--- src/rtl/sd_block_pkg.sv ---
// Shared constants and state encoding for the SD block responder.
package sd_block_pkg;

    localparam int unsigned SD_BLOCK_BYTES = 512;
    localparam int unsigned SD_IDX_W       = 9;

    typedef enum logic [3:0] {
        StIdle,
        StRdReq,
        StRdWait,
        StRdPut,
        StWrAddr,
        StWrGet,
        StWrReq,
        StDone,
        StGap
    } sd_state_e;

endpackage

--- src/rtl/sd_block_responder_if.sv ---
// Per-drive SD block bus plus the byte-wide backing-memory port.
// The slave modport is the responder's view; master is the initiator/memory side.
interface sd_block_responder_if #(
    parameter int unsigned MEM_AW = 27
);
    import sd_block_pkg::*;

    logic [31:0]          img_blocks;
    logic [31:0]          sd_lba;
    logic                 sd_rd;
    logic                 sd_wr;
    logic                 sd_ack;
    logic [SD_IDX_W-1:0]  sd_buff_addr;
    logic                 sd_buff_wr;
    logic [7:0]           sd_buff_dout;
    logic [7:0]           sd_buff_din;
    logic [MEM_AW-1:0]    mem_addr;
    logic                 mem_rd;
    logic                 mem_wr;
    logic [7:0]           mem_wdata;
    logic [7:0]           mem_rdata;
    logic                 mem_ready;

    modport slave (
        input  img_blocks, sd_lba, sd_rd, sd_wr, sd_buff_din, mem_rdata, mem_ready,
        output sd_ack, sd_buff_addr, sd_buff_wr, sd_buff_dout, mem_addr, mem_rd, mem_wr,
               mem_wdata
    );

    modport master (
        output img_blocks, sd_lba, sd_rd, sd_wr, sd_buff_din, mem_rdata, mem_ready,
        input  sd_ack, sd_buff_addr, sd_buff_wr, sd_buff_dout, mem_addr, mem_rd, mem_wr,
               mem_wdata
    );

endinterface

--- src/rtl/sd_block_responder.sv ---
// Target side of the SD block protocol: serves one 512-byte block per sd_ack pulse,
// reading from / writing to a byte-wide backing memory.
module sd_block_responder
    import sd_block_pkg::*;
#(
    parameter int unsigned       MEM_AW      = 27,
    parameter logic [MEM_AW-1:0] MEM_BASE    = '0,
    parameter int unsigned       BUFF_RD_LAT = 2
) (
    input  logic                 clk,
    input  logic                 reset_n,
    sd_block_responder_if.slave  bus
);

    localparam int unsigned         LAT_W    = (BUFF_RD_LAT > 1) ? $clog2(BUFF_RD_LAT) : 1;
    localparam logic [LAT_W-1:0]    LAT_LAST = LAT_W'(BUFF_RD_LAT - 1);
    localparam logic [SD_IDX_W-1:0] IDX_LAST = SD_IDX_W'(SD_BLOCK_BYTES - 1);

    sd_state_e           r_state, w_state_next;
    logic [31:0]         r_lba, w_lba_next;
    logic                r_oor, w_oor_next;
    logic [SD_IDX_W-1:0] r_idx, w_idx_next;
    logic [LAT_W-1:0]    r_lat, w_lat_next;
    logic                r_gap, w_gap_next;
    logic                r_issued, w_issued_next;
    logic [7:0]          r_data, w_data_next;
    logic                w_step;
    logic [MEM_AW-1:0]   w_mem_addr;

    assign w_mem_addr = MEM_BASE + MEM_AW'({r_lba, {SD_IDX_W{1'b0}}}) + MEM_AW'(r_idx);

    // State and datapath registers, cleared asynchronously.
    always_ff @(posedge clk or negedge reset_n) begin
        if (!reset_n) begin
            r_state  <= StIdle;
            r_lba    <= '0;
            r_oor    <= 1'b0;
            r_idx    <= '0;
            r_lat    <= '0;
            r_gap    <= 1'b0;
            r_issued <= 1'b0;
            r_data   <= '0;
        end else begin
            r_state  <= w_state_next;
            r_lba    <= w_lba_next;
            r_oor    <= w_oor_next;
            r_idx    <= w_idx_next;
            r_lat    <= w_lat_next;
            r_gap    <= w_gap_next;
            r_issued <= w_issued_next;
            r_data   <= w_data_next;
        end
    end

    // Next-state, byte stepping and bus outputs decoded from the current state.
    always_comb begin
        w_state_next     = r_state;
        w_lba_next       = r_lba;
        w_oor_next       = r_oor;
        w_idx_next       = r_idx;
        w_lat_next       = r_lat;
        w_gap_next       = r_gap;
        w_issued_next    = r_issued;
        w_data_next      = r_data;
        w_step           = 1'b0;
        bus.sd_ack       = 1'b0;
        bus.sd_buff_addr = r_idx;
        bus.sd_buff_wr   = 1'b0;
        bus.sd_buff_dout = '0;
        bus.mem_addr     = '0;
        bus.mem_rd       = 1'b0;
        bus.mem_wr       = 1'b0;
        bus.mem_wdata    = '0;

        unique case (r_state)
            StIdle: begin
                // Write wins when both requests are up.
                if (bus.sd_wr || bus.sd_rd) begin
                    w_lba_next   = bus.sd_lba;
                    w_oor_next   = (bus.sd_lba >= bus.img_blocks);
                    w_idx_next   = '0;
                    w_state_next = bus.sd_wr ? StWrAddr : StRdReq;
                end
            end
            StRdReq: begin
                bus.sd_ack   = 1'b1;
                bus.mem_addr = w_mem_addr;
                if (r_oor) begin
                    w_data_next  = '0;
                    w_state_next = StRdPut;
                end else begin
                    bus.mem_rd   = 1'b1;
                    w_state_next = StRdWait;
                end
            end
            StRdWait: begin
                bus.sd_ack   = 1'b1;
                bus.mem_addr = w_mem_addr;
                if (bus.mem_ready) begin
                    w_data_next  = bus.mem_rdata;
                    w_state_next = StRdPut;
                end
            end
            StRdPut: begin
                bus.sd_ack       = 1'b1;
                bus.sd_buff_wr   = 1'b1;
                bus.sd_buff_dout = r_data;
                w_step           = 1'b1;
            end
            StWrAddr: begin
                bus.sd_ack   = 1'b1;
                w_lat_next   = '0;
                w_state_next = StWrGet;
            end
            StWrGet: begin
                bus.sd_ack = 1'b1;
                if (r_lat == LAT_LAST) begin
                    w_data_next   = bus.sd_buff_din;
                    w_issued_next = 1'b0;
                    w_state_next  = StWrReq;
                end else begin
                    w_lat_next = r_lat + 1'b1;
                end
            end
            StWrReq: begin
                bus.sd_ack    = 1'b1;
                bus.mem_addr  = w_mem_addr;
                bus.mem_wdata = r_data;
                // Strobe once, then hold until the memory accepts.
                if (r_oor) begin
                    w_step = 1'b1;
                end else if (!r_issued) begin
                    bus.mem_wr    = 1'b1;
                    w_issued_next = 1'b1;
                end else if (bus.mem_ready) begin
                    w_step = 1'b1;
                end
            end
            StDone: begin
                w_gap_next   = 1'b0;
                w_state_next = StGap;
            end
            StGap: begin
                if (r_gap) begin
                    w_state_next = StIdle;
                end else begin
                    w_gap_next = 1'b1;
                end
            end
            default: w_state_next = StIdle;
        endcase

        if (w_step) begin
            if (r_idx == IDX_LAST) begin
                w_idx_next   = '0;
                w_state_next = StDone;
            end else begin
                w_idx_next   = r_idx + 1'b1;
                w_state_next = (r_state == StRdPut) ? StRdReq : StWrAddr;
            end
        end
    end

endmodule
--- src/flat_wrapper.sv ---
// flat-port wrapper written by rule: the top's interface ports become plain ports
module sd_block_responder_flat import sd_block_pkg::*;
#(
    parameter int unsigned       MEM_AW      = 27,
    parameter logic [MEM_AW-1:0] MEM_BASE    = '0,
    parameter int unsigned       BUFF_RD_LAT = 2
)
  (clk, reset_n, bus_img_blocks, bus_sd_lba, bus_sd_rd, bus_sd_wr, bus_sd_buff_din, bus_mem_rdata, bus_mem_ready, bus_sd_ack, bus_sd_buff_addr, bus_sd_buff_wr, bus_sd_buff_dout, bus_mem_addr, bus_mem_rd, bus_mem_wr, bus_mem_wdata);
  sd_block_responder_if #(.MEM_AW(MEM_AW)) bus_i ();
  input  logic clk;
  input  logic reset_n;
  input wire logic [$bits(bus_i.img_blocks)-1:0] bus_img_blocks;
  input wire logic [$bits(bus_i.sd_lba)-1:0] bus_sd_lba;
  input wire logic [$bits(bus_i.sd_rd)-1:0] bus_sd_rd;
  input wire logic [$bits(bus_i.sd_wr)-1:0] bus_sd_wr;
  input wire logic [$bits(bus_i.sd_buff_din)-1:0] bus_sd_buff_din;
  input wire logic [$bits(bus_i.mem_rdata)-1:0] bus_mem_rdata;
  input wire logic [$bits(bus_i.mem_ready)-1:0] bus_mem_ready;
  output wire logic [$bits(bus_i.sd_ack)-1:0] bus_sd_ack;
  output wire logic [$bits(bus_i.sd_buff_addr)-1:0] bus_sd_buff_addr;
  output wire logic [$bits(bus_i.sd_buff_wr)-1:0] bus_sd_buff_wr;
  output wire logic [$bits(bus_i.sd_buff_dout)-1:0] bus_sd_buff_dout;
  output wire logic [$bits(bus_i.mem_addr)-1:0] bus_mem_addr;
  output wire logic [$bits(bus_i.mem_rd)-1:0] bus_mem_rd;
  output wire logic [$bits(bus_i.mem_wr)-1:0] bus_mem_wr;
  output wire logic [$bits(bus_i.mem_wdata)-1:0] bus_mem_wdata;
  assign bus_i.img_blocks = bus_img_blocks;
  assign bus_i.sd_lba = bus_sd_lba;
  assign bus_i.sd_rd = bus_sd_rd;
  assign bus_i.sd_wr = bus_sd_wr;
  assign bus_i.sd_buff_din = bus_sd_buff_din;
  assign bus_i.mem_rdata = bus_mem_rdata;
  assign bus_i.mem_ready = bus_mem_ready;
  assign bus_sd_ack = bus_i.sd_ack;
  assign bus_sd_buff_addr = bus_i.sd_buff_addr;
  assign bus_sd_buff_wr = bus_i.sd_buff_wr;
  assign bus_sd_buff_dout = bus_i.sd_buff_dout;
  assign bus_mem_addr = bus_i.mem_addr;
  assign bus_mem_rd = bus_i.mem_rd;
  assign bus_mem_wr = bus_i.mem_wr;
  assign bus_mem_wdata = bus_i.mem_wdata;
  sd_block_responder #(.MEM_AW(MEM_AW), .MEM_BASE(MEM_BASE), .BUFF_RD_LAT(BUFF_RD_LAT)) u_core (.clk(clk), .reset_n(reset_n), .bus(bus_i));
endmodule
--- config.mk ---
export PLATFORM = sky130hd
export DESIGN_NAME = sd_block_responder_flat
export DESIGN_NICKNAME = d
export VERILOG_FILES = /design/src/rtl/sd_block_pkg.sv /design/src/rtl/sd_block_responder_if.sv /design/src/rtl/sd_block_responder.sv /design/src/flat_wrapper.sv
export SDC_FILE = /design/constraint.sdc
export NUM_CORES = 1
export LEC_CHECK = 0
export CORE_UTILIZATION = 38
export CTS_CLUSTER_DIAMETER = 30
export DETAILED_ROUTE_END_ITERATION = 8
export HOLD_SLACK_MARGIN = 0.15
export MAX_ROUTING_LAYER = met4
export PLACE_DENSITY = 0.85
export REMOVE_ABC_BUFFERS = 1
export SYNTH_ARGS = -nofsm -noshare
export SYNTH_HDL_FRONTEND = slang
export SYNTH_SLANG_ARGS = --single-unit
--- constraint.sdc ---
create_clock -name clk -period 2.3 [get_ports clk]
set_input_delay 0.23 -clock clk [delete_from_list [all_inputs] [get_ports clk]]
set_output_delay 0.23 -clock clk [all_outputs]
set_load 0.03 [all_outputs]
==> After elaboration in Yosys (flattened, before gate mapping) <==
Index checks and enable logic that the tools add are counted.
{ "classes": {"magnitude_cmp": 1, "reduce_logical": 16, "muxes": 38, "eq_ne": 18, "addsub": 3} }
{ "ops": {"columns": ["operator", "n"], "rows": [
  ["8-bit two-way mux", 5],
  ["9-bit two-way mux", 4],
  ["32-bit greater-or-equal comparator", 1],
  ["4-bit case mux with 8 select lines", 1],
  ["27-bit by 9-bit adder with 27-bit output", 1],
  ["27-bit two-way mux", 1],
  ["4-bit two-way mux", 6],
  ["8-bit case mux with 3 select lines", 1],
  ["4-bit by 3-bit equality test with 1-bit output, second input constant", 4],
  ["1-bit two-way mux", 14],
  ["2-bit nonzero test", 5],
  ["9-bit by 1-bit adder with 9-bit output, second input constant", 1],
  ["9-bit equality test, second input constant", 1],
  ["3-bit by 1-bit != test with 1-bit output, second input constant", 3],
  ["4-bit by 2-bit equality test with 1-bit output, second input constant", 2],
  ["1-bit case mux with 2 select lines", 4],
  ["3-bit two-way mux", 2],
  ["2-bit by 1-bit != test with 1-bit output, second input constant", 3],
  ["6-bit OR reduction", 1],
  ["5-bit AND reduction", 1],
  ["4-bit by 1-bit equality test with 1-bit output, second input constant", 1],
  ["4-bit equality test, second input constant", 1],
  ["4-bit logical NOT", 1],
  ["2-bit != test, second input constant", 2],
  ["other kinds (9)", 10]
]} }
{ "totals": {"input_bits": 85, "reg_bits": 43} }

==> Depth between registers and ports, before layout <==
{ "depth": {"word_depth": 6, "mapped_depth": 9} }

==> Least setup slack after synthesis <==
No wires, ideal clock.
{ "synth_timing": {"path_type": "reg2reg", "start": "reg u_core.r_idx[0] (netlist: u_core.bus.sd_buff_addr[0])", "end": "reg u_core.r_idx[0] (netlist: u_core.bus.sd_buff_addr[0])", "setup_slack_ns": -0.240, "n_path_buf": 1, "stages_incl_launch_ff": 9, "synth_period_minus_slack_ns": 2.540, "setup_ns": 0.068, "t_arrival_ns": 2.472, "path_cell_list": "dfrtp_1 -> ha_1 -> and3_1 -> and3_1 -> and3_1 -> ha_1 -> clkbuf_1 -> nor3_1 -> mux2_2"} }
{ "synth_via": {"elab_chain_len": 3} }
{ "synth_rtl": {"columns": ["element", "line", "text"], "rows": [
  ["start: declaration", "sd_block_responder.sv:22", "logic [SD_IDX_W-1:0] r_idx, w_idx_next;"],
  ["start signal: assignment", "sd_block_responder.sv:47", "r_idx <= w_idx_next;"],
  ["9-bit by 1-bit adder with 9-bit output / 9-bit equality test (equally long branches)", "sd_block_responder.sv:158, sd_block_responder.sv:154", null],
  ["9-bit two-way mux (*)", "sd_block_responder.sv:154", "if (r_idx == IDX_LAST) begin"],
  ["9-bit two-way mux (*)", "sd_block_responder.sv:153", "if (w_step) begin"]
]} }
Every way passes the cells marked *; elsewhere a longest branch is shown, timed or not.
A chain may end at the register's enable or synchronous reset.

==> Final worst setup path <==
{ "layout_timing": {"start": "reg u_core.r_idx[0] (netlist: u_core.bus.sd_buff_addr[0])", "end": "reg u_core.r_idx[2] (netlist: u_core.bus.sd_buff_addr[2])"} }
The elaborated chain is that of the path after synthesis.

==> summary.txt <==
Yosys
  • Cell area after synthesis: 0.00314 mm^2
  • Most common cell in the netlist: sky130_fd_sc_hd__nand2_1
  • Cell type contributing the most total cell area after synthesis: sky130_fd_sc_hd__dfrtp_1
  • Post-synthesis instance total: slightly below 400
  • Top_reg_cell synth: sky130_fd_sc_hd__dfrtp_1
  • Fraction of synthesized cell area taken by the top area cell type: 0.343
  • Flip-flop and latch count after synthesis: 43
  • Commonest cells post-synth: sky130_fd_sc_hd__nand2_1, sky130_fd_sc_hd__dfrtp_1, sky130_fd_sc_hd__inv_1
  • Cell types with the largest area share after synthesis: sky130_fd_sc_hd__dfrtp_1, sky130_fd_sc_hd__ha_1, sky130_fd_sc_hd__nand2_1
  • Number of warnings printed during yosys synthesis: 0
  • Post-Syn Area per Cell: just over 8 um^2
  • Count of different cell masters after synthesis: 44
  • Post-synthesis async set-or-reset flop share: 1.00
  • Number of enable-type register cells in the synthesized netlist: 0
  • Share of the yosys chip area belonging to registers: 0.343

CTS
  • CTS H-tree depth: 2
  • Worst-skew pair later-pin latency: 290 ps
  • # clock sinks: 43
  • Clock tree from TritonCTS: yes
  • Number of clock buffers inserted by TritonCTS: 5
  • Library cell used as clock root buffer: sky130_fd_sc_hd__clkbuf_8
  • CTS clock-pin slew for the worst setup and hold paths: approximately 80 ps
  • Maximum buffer depth of the clock tree: 2

Min path
  • Number of cells traversed by the worst hold path: 2
  • Worst hold endpoint: u_core.r_lba[12]$_DFFE_PN0P_
  • Classification of the worst-slack hold path: flip-flop to flip-flop
  • Worst hold start: u_core.r_lba[12]$_DFFE_PN0P_

Pwr
  • Power density cells: between 900 and 1000 mW/mm^2
  • Worst VDD drop: about 0.43 mV
  • Static leakage power: approximately 2.5 nW

Finish
  • Antenna fix cells: 0
  • Layout cell share with drive strength beyond 1: 0.148
  • Util after Layout: 0.620
  • Net count reported at finish: roughly 660
  • Area growth from synthesis to final layout: 55.0%
  • Fill count: ~690

Floorplan
  • Vert. Die Dim: between 90 and 100 um
  • Core Area: about 0.0078 mm^2
  • I/O Pins: roughly 140
  • Number of cell rows: 32
  • Die X-Extent: ~93 um
  • Effective utilization at floorplan: 0.400
  • Area enclosed by the die boundary: roughly 0.0086 mm^2

Run
  • Number of maximum-capacitance constraint violations: 0

STA
  • FMAX: ~440 MHz
  • Worst-margin pin slew: between 900 and 1000 ps
  • Layout Skew: 14.4 ps
  • Period utilization: 0.989
  • Min Tclk post-route: 2270 ps
  • Final number of setup-violating endpoints: 0
  • Setup ws final: 26.0 ps
  • Worst rel slew slack: 0.371
  • Final Max Tran Viols: 0
  • Number of hold violations in the final report: 0

Setup path
  • Worst setup slack for register-to-register paths: ~26 ps
  • Kind of start point of the critical path: flip-flop
  • Crit path kind: flip-flop to flip-flop
  • Req. time, crit path: 2500 ps
  • RR Startpoint: u_core.bus.sd_buff_addr[0]$_DFFE_PN0P_
  • Endpoint kind of the worst setup timing path: flip-flop
  • Signal arrival time at the worst endpoint: roughly 2500 ps
  • Number of cells on the worst reg-to-reg path: 9
  • Largest fanout on the critical path: 7
  • Endpoint of the worst register-to-register path: u_core.bus.sd_buff_addr[2]$_DFFE_PN0P_

Placed design
  • HPWL after detailed placement: between 7000 and 8000 um
  • Worst slack at placement: -70.3 ps
  • Total of buffers placed on input and output ports: 140
  • Weighted congestion at the end of routability-driven global placement: around 0.9

Drt
  • Post-route DRC violation count: 0
  • 1st-iter DRT viols: 133
  • Post-detailed-route count of antenna-violating nets: 0
  • DR vias/cell: 5.30
  • Drt total wl: 9430 um
  • Average wire per standard cell: between 10 and 15 um
  • Vias: roughly 3400
  • Number of iterations in the first detailed-routing pass: 4

Global routing
  • GR Util All Layers: 0.230
  • Largest net degree at the start of global routing: 44
  • Number of antenna violations at the first check in global routing: 0
  • Number of global-route vias before repair: 3303
  • Global-route congestion overflow total: 0
  • First-pass GRT wire length: about 15000 um

Outcome
  • Status: finished, final reports clean
==> what timing repair did <==
| item | CTS | global route |
|---|---|---|
| buffers inserted | 0 | 3 |
| endpoints found under the setup margin | 9 | 8 |
| cloned | 0 | 0 |
| resized for setup | 10 | 11 |
| hold buffers | 1 | 0 |
| pin swaps | 0 | 0 |
| endpoints found under the hold margin | 43 | 0 |
==> metrics by stage <==
stage                     hold slack, ps  setup TNS (ps)  area [um^2]  total power (W)  std cells
after floorplan                    -65.6           -1290         3060          0.00288        372
after global placement               343               0         4680          0.00401        633
after detailed placement             343           -70.3         4680          0.00410        633
after CTS                            479               0         4790          0.00468        641
after global routing                 504            -114         4870          0.00508        644
final                                477               0         4870          0.00473        644
==> registers in the layout (all words and copies together) (netlist names) <==
register and cells:
u_core.r_lat 1, u_core.r_oor 1, u_core.r_gap 1, u_core.r_issued 1
u_core.r_state 4, u_core.bus.sd_buff_addr 9, u_core.r_lba 18, u_core.r_data 8
==> how the worst max path moves through the flow <==
stage,start,to,slack [ps],cells after the start
after floorplan,u_core.bus.sd_buff_addr[0]$_DFFE_PN0P_,u_core.bus.sd_buff_addr[0]$_DFFE_PN0P_,-170,7
after global placement,bus_sd_lba[0],u_core.r_oor$_DFFE_PN0P_,100,8
after detailed placement,bus_sd_lba[0],u_core.r_oor$_DFFE_PN0P_,-70,8
after CTS,u_core.r_state[3]$_DFFE_PN0P_,bus_mem_wdata[6],20,5
after global routing,u_core.bus.sd_buff_addr[0]$_DFFE_PN0P_,u_core.bus.sd_buff_addr[2]$_DFFE_PN0P_,-80,9
final,u_core.bus.sd_buff_addr[0]$_DFFE_PN0P_,u_core.bus.sd_buff_addr[2]$_DFFE_PN0P_,30,9
==> power breakdown <==
part / total, W / switching [W] / leakage, nW / internal, W
sequential: 0.00128 / 0.000210 / 0.534 / 0.00107
clock: 0.000564 / 0.000246 / 0.0513 / 0.000319
combinational: 0.00289 / 0.00169 / 1.90 / 0.00119
total: 0.00473 / 0.00215 / 2.48 / 0.00258
==> layout by cell type, fill, tap and decap left out, types with 2 or more instances in the layout <==
cell and count:
sky130_fd_sc_hd__clkdlybuf4s50_1 94, sky130_fd_sc_hd__nand2_1 68, sky130_fd_sc_hd__buf_4 55, sky130_fd_sc_hd__dfrtp_1 41, sky130_fd_sc_hd__inv_1 36, sky130_fd_sc_hd__ha_1 34, sky130_fd_sc_hd__and3_1 31, sky130_fd_sc_hd__o21ai_0 20
sky130_fd_sc_hd__a21oi_1 20, sky130_fd_sc_hd__nor2_1 18, sky130_fd_sc_hd__and2_1 16, sky130_fd_sc_hd__a22oi_1 10, sky130_fd_sc_hd__nand3_1 7, sky130_fd_sc_hd__nand4_1 7, sky130_fd_sc_hd__dlygate4sd2_1 7, sky130_fd_sc_hd__a21o_1 6
sky130_fd_sc_hd__nor4_1 5, sky130_fd_sc_hd__nor2b_1 5, sky130_fd_sc_hd__clkbuf_8 5, sky130_fd_sc_hd__nand2b_1 4, sky130_fd_sc_hd__a211oi_1 4, sky130_fd_sc_hd__nor3_1 3, sky130_fd_sc_hd__a2111oi_0 3, sky130_fd_sc_hd__nor4_2 3
sky130_fd_sc_hd__dlymetal6s2s_1 3, sky130_fd_sc_hd__o31ai_1 2, sky130_fd_sc_hd__nor4_4 2, sky130_fd_sc_hd__mux2_2 2, sky130_fd_sc_hd__a22o_1 2, sky130_fd_sc_hd__buf_12 2, sky130_fd_sc_hd__dfrtp_2 2
==> worst max-delay path, cell delays in order (launching register included) <==
cell,delay [ps]
sky130_fd_sc_hd__dfrtp_2,440
sky130_fd_sc_hd__ha_1,250
sky130_fd_sc_hd__and3_4,210
sky130_fd_sc_hd__and3_1,220
sky130_fd_sc_hd__and3_1,210
sky130_fd_sc_hd__ha_1,210
sky130_fd_sc_hd__buf_4,180
sky130_fd_sc_hd__nor4_1,260
sky130_fd_sc_hd__o21ai_0,120
sky130_fd_sc_hd__o21ai_0,100
==> routing by layer <==
layer | routed length (um) | part of all wire | up-vias | track usage
met5 | 0 | 0 | - | -
met4 | 178 | 0.019 | 0 | 0.0628
li1 | - | - | 1673 | -
met1 | 3870 | 0.41 | 1599 | 0.281
met2 | 4910 | 0.52 | 123 | 0.398
met3 | 472 | 0.050 | 18 | 0.0296
==> cell type report <==
| class | instances | area (um^2) | area share |
|---|---|---|---|
| clock inverters | 1 | 30.0 | 0.00617 |
| inverters | 36 | 135 | 0.0278 |
| clock buffers | 6 | 72.6 | 0.0149 |
| flip-flops and latches | 43 | 1080 | 0.222 |
| well taps | 102 | 128 | 0.0262 |
| multi-input cells | 293 | 1920 | 0.394 |
| repair buffers | 163 | 1510 | 0.310 |
==> logic make-up (layout without fill, tap and decap cells) <==
| logic type | count (synthesis) | count (layout) | share of synthesized area |
|---|---|---|---|
| AO/OA/AOI/OAI | 78 | 78 | 0.160 |
| flip-flops | 43 | 43 | 0.343 |
| buffers and inverters | 54 | 206 | 0.0673 |
| adder cells (fa/ha/maj) | 34 | 34 | 0.135 |
| AND/OR/NAND/NOR | 178 | 178 | 0.284 |
| multiplexers | 2 | 2 | 0.00717 |
| XOR/XNOR | 1 | 1 | 0.00279 |
(Power assumes the default switching activity.)
